<file path="config.mk">
export PLATFORM = sky130hd
export DESIGN_NAME = imm_encoder
export DESIGN_NICKNAME = d
export VERILOG_FILES = /design/src/rtl/imm_encoder.sv
export SDC_FILE = /design/constraint.sdc
export NUM_CORES = 1
export LEC_CHECK = 0
export ABC_AREA = 0
export CORE_AREA = 4 4 135 98
export DETAILED_ROUTE_END_ITERATION = 16
export DIE_AREA = 0 0 139 102
export SYNTH_ARGS = -nofsm -noshare
export SYNTH_HDL_FRONTEND = slang
export SYNTH_SLANG_ARGS = --single-unit
</file>
<file path="constraint.sdc">
create_clock -name clk -period 6.25 [get_ports clk]
set_clock_uncertainty 0.2 [all_clocks]
set_input_delay 1.25 -clock clk [delete_from_list [all_inputs] [get_ports clk]]
set_output_delay 1.25 -clock clk [all_outputs]
set_load 0.01 [all_outputs]
</file>
<file path="src/rtl/imm_encoder.sv">
// Immediate encoder: packs a 32-bit immediate into an instruction word by immsrc type,
// range-checks it, and streams the results through a 2-entry in-order output buffer.
module imm_encoder #(
    parameter int unsigned ERRW = 8
) (
    input  logic            clk,
    input  logic            reset,
    input  logic            in_valid,
    output logic            in_ready,
    input  logic [31:0]     base_instr,
    input  logic [31:0]     imm,
    input  logic [2:0]      immsrc,
    output logic            out_valid,
    input  logic            out_ready,
    output logic [31:0]     out_instr,
    output logic            out_err,
    output logic [ERRW-1:0] err_count
);

    localparam logic [2:0] SrcI = 3'b000;
    localparam logic [2:0] SrcS = 3'b001;
    localparam logic [2:0] SrcB = 3'b010;
    localparam logic [2:0] SrcJ = 3'b011;
    localparam logic [2:0] SrcU = 3'b100;

    // ------------------------------------------------------------------
    // Encoder (combinational, in front of the buffer)
    // ------------------------------------------------------------------
    logic        fits12;
    logic        fits13_even;
    logic        fits21_even;
    logic        low12_zero;
    logic [31:0] imm_bits;
    logic        enc_err;
    logic [31:0] enc_instr;

    // Sign-extension test: every bit above the field's sign bit must match it.
    assign fits12      = (imm[31:11] == {21{imm[11]}});
    assign fits13_even = (imm[31:12] == {20{imm[12]}}) && !imm[0];
    assign fits21_even = (imm[31:20] == {12{imm[20]}}) && !imm[0];
    assign low12_zero  = (imm[11:0] == 12'h000);

    always_comb begin
        imm_bits = 32'h0;
        enc_err  = 1'b0;
        case (immsrc)
            SrcI: begin
                imm_bits[31:20] = imm[11:0];
                enc_err         = !fits12;
            end
            SrcS: begin
                imm_bits[31:25] = imm[11:5];
                imm_bits[11:7]  = imm[4:0];
                enc_err         = !fits12;
            end
            SrcB: begin
                imm_bits[31]    = imm[12];
                imm_bits[30:25] = imm[10:5];
                imm_bits[11:8]  = imm[4:1];
                imm_bits[7]     = imm[11];
                enc_err         = !fits13_even;
            end
            SrcJ: begin
                imm_bits[31]    = imm[20];
                imm_bits[30:21] = imm[10:1];
                imm_bits[20]    = imm[11];
                imm_bits[19:12] = imm[19:12];
                enc_err         = !fits21_even;
            end
            SrcU: begin
                imm_bits[31:12] = imm[31:12];
                enc_err         = !low12_zero;
            end
            default: begin
                imm_bits = 32'h0;
                enc_err  = 1'b1;
            end
        endcase
    end

    // An erroring word passes the base through untouched.
    assign enc_instr = enc_err ? base_instr : (base_instr | imm_bits);

    // ------------------------------------------------------------------
    // 2-entry output buffer: head slot drives the outputs directly
    // ------------------------------------------------------------------
    logic [1:0]      count_q, count_d;
    logic [31:0]     head_instr_q, head_instr_d;
    logic            head_err_q, head_err_d;
    logic [31:0]     tail_instr_q, tail_instr_d;
    logic            tail_err_q, tail_err_d;
    logic [ERRW-1:0] err_count_q, err_count_d;
    logic            push;
    logic            pop;

    assign in_ready  = (count_q < 2'd2);
    assign out_valid = (count_q != 2'd0);
    assign push      = in_valid && in_ready;
    assign pop       = out_valid && out_ready;

    always_comb begin
        count_d      = count_q;
        head_instr_d = head_instr_q;
        head_err_d   = head_err_q;
        tail_instr_d = tail_instr_q;
        tail_err_d   = tail_err_q;
        case (count_q)
            2'd0: begin
                if (push) begin
                    head_instr_d = enc_instr;
                    head_err_d   = enc_err;
                    count_d      = 2'd1;
                end
            end
            2'd1: begin
                if (push && pop) begin
                    head_instr_d = enc_instr;
                    head_err_d   = enc_err;
                end else if (push) begin
                    tail_instr_d = enc_instr;
                    tail_err_d   = enc_err;
                    count_d      = 2'd2;
                end else if (pop) begin
                    count_d = 2'd0;
                end
            end
            2'd2: begin
                if (pop) begin
                    head_instr_d = tail_instr_q;
                    head_err_d   = tail_err_q;
                    count_d      = 2'd1;
                end
            end
            default: count_d = 2'd0;
        endcase
    end

    always_comb begin
        err_count_d = err_count_q;
        if (push && enc_err && (err_count_q != {ERRW{1'b1}})) begin
            err_count_d = err_count_q + 1'b1;
        end
    end

    always_ff @(posedge clk or posedge reset) begin
        if (reset) begin
            count_q      <= 2'd0;
            head_instr_q <= 32'h0;
            head_err_q   <= 1'b0;
            tail_instr_q <= 32'h0;
            tail_err_q   <= 1'b0;
            err_count_q  <= '0;
        end else begin
            count_q      <= count_d;
            head_instr_q <= head_instr_d;
            head_err_q   <= head_err_d;
            tail_instr_q <= tail_instr_d;
            tail_err_q   <= tail_err_d;
            err_count_q  <= err_count_d;
        end
    end

    assign out_instr = head_instr_q;
    assign out_err   = head_err_q;
    assign err_count = err_count_q;

endmodule

</file>
==> metrics <==
setup_tns 0 ps; Reg power frac 39.3%; Psw ~610 µW; global-route wire length before repair 19,900 µm; H-tree levels 3; P per Cell Area 341 mW/mm²; P&R area growth vs syn 38.1%; Tot GR Track Use roughly 18%; RSZ-0062 raised after global routing false; CP endpoint kind flip-flop; Yosys warning count 0; ant diodes 0; Clock transition at path regs 60 ps; crit path from imm[13]; initial core utilization 34.3%; DRT iter0 DRCs 210; mapped cell area about 0.0041 mm²; Vias/cell 5.31; CTS sink count 76; Max Clk Rate 232 MHz; standard-cell rows 34; max-slew violation count 0; Post-CTS Hold Buffers 0; layout cells sized above 1 8.01%; count leader, synth dfrtp_1; combinational fraction of design power 31.4%; worst r2r dst out_instr[7]; Core Box Area approximately 0.012 mm²; Synth cell types 46; Synth Register Bits between 70 and 80; CP Class in -> reg; worst hold path class reg -> reg; Setup Viol. Count Final 0; drt wl/cell 16.8 µm; CP Data Required Time 6300 ps; vias in the first global route 3,773; Ports 114; width of the die 139 µm; Yosys top cell by area dfrtp_1; fin util 47.3%; CTS tree built; syn avg cell area 8.81 µm²; VDD IR-drop max 0.137 mV; Mapped Nets ~540; Clk Latency, worst-skew pair 330 ps; Synth Flop Type dfrtp_1; TritonRoute pass-1 iters 4; DIE AREA 0.0142 mm²; CP endpoint out_instr[27]; startpoint types primary input; Sw Ratio around 31%; Critical Path AT 4360 ps; worst reg2reg setup slack roughly 3400 ps; post-synthesis sequential area ratio between 40% and 50%; Area contributors post-synth dfrtp_1, a21oi_1, nand2_1, nor2_1, mux2i_1; max cap viols 0; RR Startpoint count_q[1]; Leak Pwr about 0.0023 µW; pin count of the biggest net entering global routing 53; WHS 273 ps; Internal Power 1340 µW; ys async rst share 100%; PortBufs 113; Synth top cells by count dfrtp_1, nand2_1, nor2_1; worst slew pin tran 1090 ps; fillers 1,146; detailed placement HPWL 9060 µm; fin crit period between 4000 and 5000 ps; Hold Fails Final Rpt 0; Residual DRC 0; root buffer cell clkbuf_16; Slew HR 26.9%; EDFF count, synth 0; outcome finished, final reports clean; CTS resizes 0; post-synthesis cell count between 400 and 500; CTS buffer count 9; routability cong. slightly below 0.9; Max FO, Critical Path 14; buffer depth of the longest clock path 2; Net count, final 641; final worst path period share between 60% and 70%; initial antenna violation count 0; total grt overflow 0; via count between 3,000 and 4,000; clock share of power 29.3%; post-CTS setup buffers 0; FF-to-FF path depth 6; chip height 102 µm; ANT nets after route 0; drt total wl 12,300 µm; Synth top area share approximately 46%
-- critical path, stage by stage --
cell and delay [ps]:
clkdlybuf4s50_1 510, or4_4 590, nor3b_2 180, a31oi_1 60
or4_4 450, a311oi_4 660, buf_4 350, nand2_8 110
o221ai_2 210
-- placed cells by master, fill, tap and decap left out, types with 7 or more instances in the layout --
| cell | n |
|---|---|
| nor2_1 | 59 |
| o21ai_0 | 15 |
| nor2b_1 | 10 |
| nand2_1 | 63 |
| a31oi_1 | 27 |
| clkdlybuf4s50_1 | 113 |
| dfrtp_1 | 76 |
| inv_1 | 8 |
| o221ai_2 | 7 |
| nand3_1 | 15 |
| nor4_1 | 8 |
| nor3_1 | 8 |
| a21oi_1 | 53 |
| mux2i_1 | 20 |
| or3_1 | 9 |
| clkbuf_16 | 9 |
| nand2b_1 | 7 |
-- layer usage --
layer / vias to the layer above / global-route usage, % / part of all wire (%)
met5: - / 0 / 0
li1: 1870 / - / -
met1: 1873 / 24.7 / 48
met4: 0 / 4.21 / 1.2
met2: 150 / 26.8 / 44
met3: 15 / 5.38 / 7.7
-- state kept, by name, summed over array words and instances (netlist names) --
signal,cells
count_q,2
out_err,1
err_count,8
tail_instr_q,32
out_instr,32
tail_err_q,1
-- how the worst min path moves through the flow --
stage                     startpoint  slack [ps]               end  cells after the start
global route         tail_instr_q[6]         310   tail_instr_q[6]                      2
finish               tail_instr_q[0]         270   tail_instr_q[0]                      2
floorplan           tail_instr_q[21]         240  tail_instr_q[21]                      2
detailed placement   tail_instr_q[6]         260   tail_instr_q[6]                      2
global placement    tail_instr_q[24]         250  tail_instr_q[24]                      2
CTS                  tail_instr_q[6]         280   tail_instr_q[6]                      2
-- cell families after synthesis --
kind of cell / share of synthesized area [%]
multiplexers: 5.11
flip-flops: 45.9
AO/OA/AOI/OAI: 19.2
XOR/XNOR: 1.48
adder cells (fa/ha/maj): 0.302
buffers and inverters: 4.05
AND/OR/NAND/NOR: 23.9
-- final cells by class --
| cell class | instances | area [µm²] | area share, % |
|---|---|---|---|
| clock buffer | 11 | 243 | 4.25 |
| timing repair buffer | 119 | 1180 | 20.6 |
| inverter | 9 | 33.8 | 0.591 |
| clock inverter | 5 | 83.8 | 1.47 |
| tap | 162 | 203 | 3.55 |
| multi-input combinational | 354 | 2080 | 36.3 |
| sequential | 76 | 1900 | 33.3 |
-- per-stage QoR --
step,total power [µW],worst slack (ps),cell area [µm²],instances
floorplan,1070,2610,4140,470
global placement,1370,1650,5390,720
detailed placement,1390,1600,5390,720
CTS,1970,1960,5720,736
global route,2070,1770,5720,736
finish,1950,1940,5720,736
-- power groups by stage --
stage	combinational, µW	clock [µW]	sequential, µW
2_1_floorplan	281	0	793
3_3_place_gp	604	0	770
3_5_place_dp	618	0	775
4_1_cts	619	584	768
5_1_grt	679	607	789
6_report	612	572	767
(Power assumes the default switching activity.)
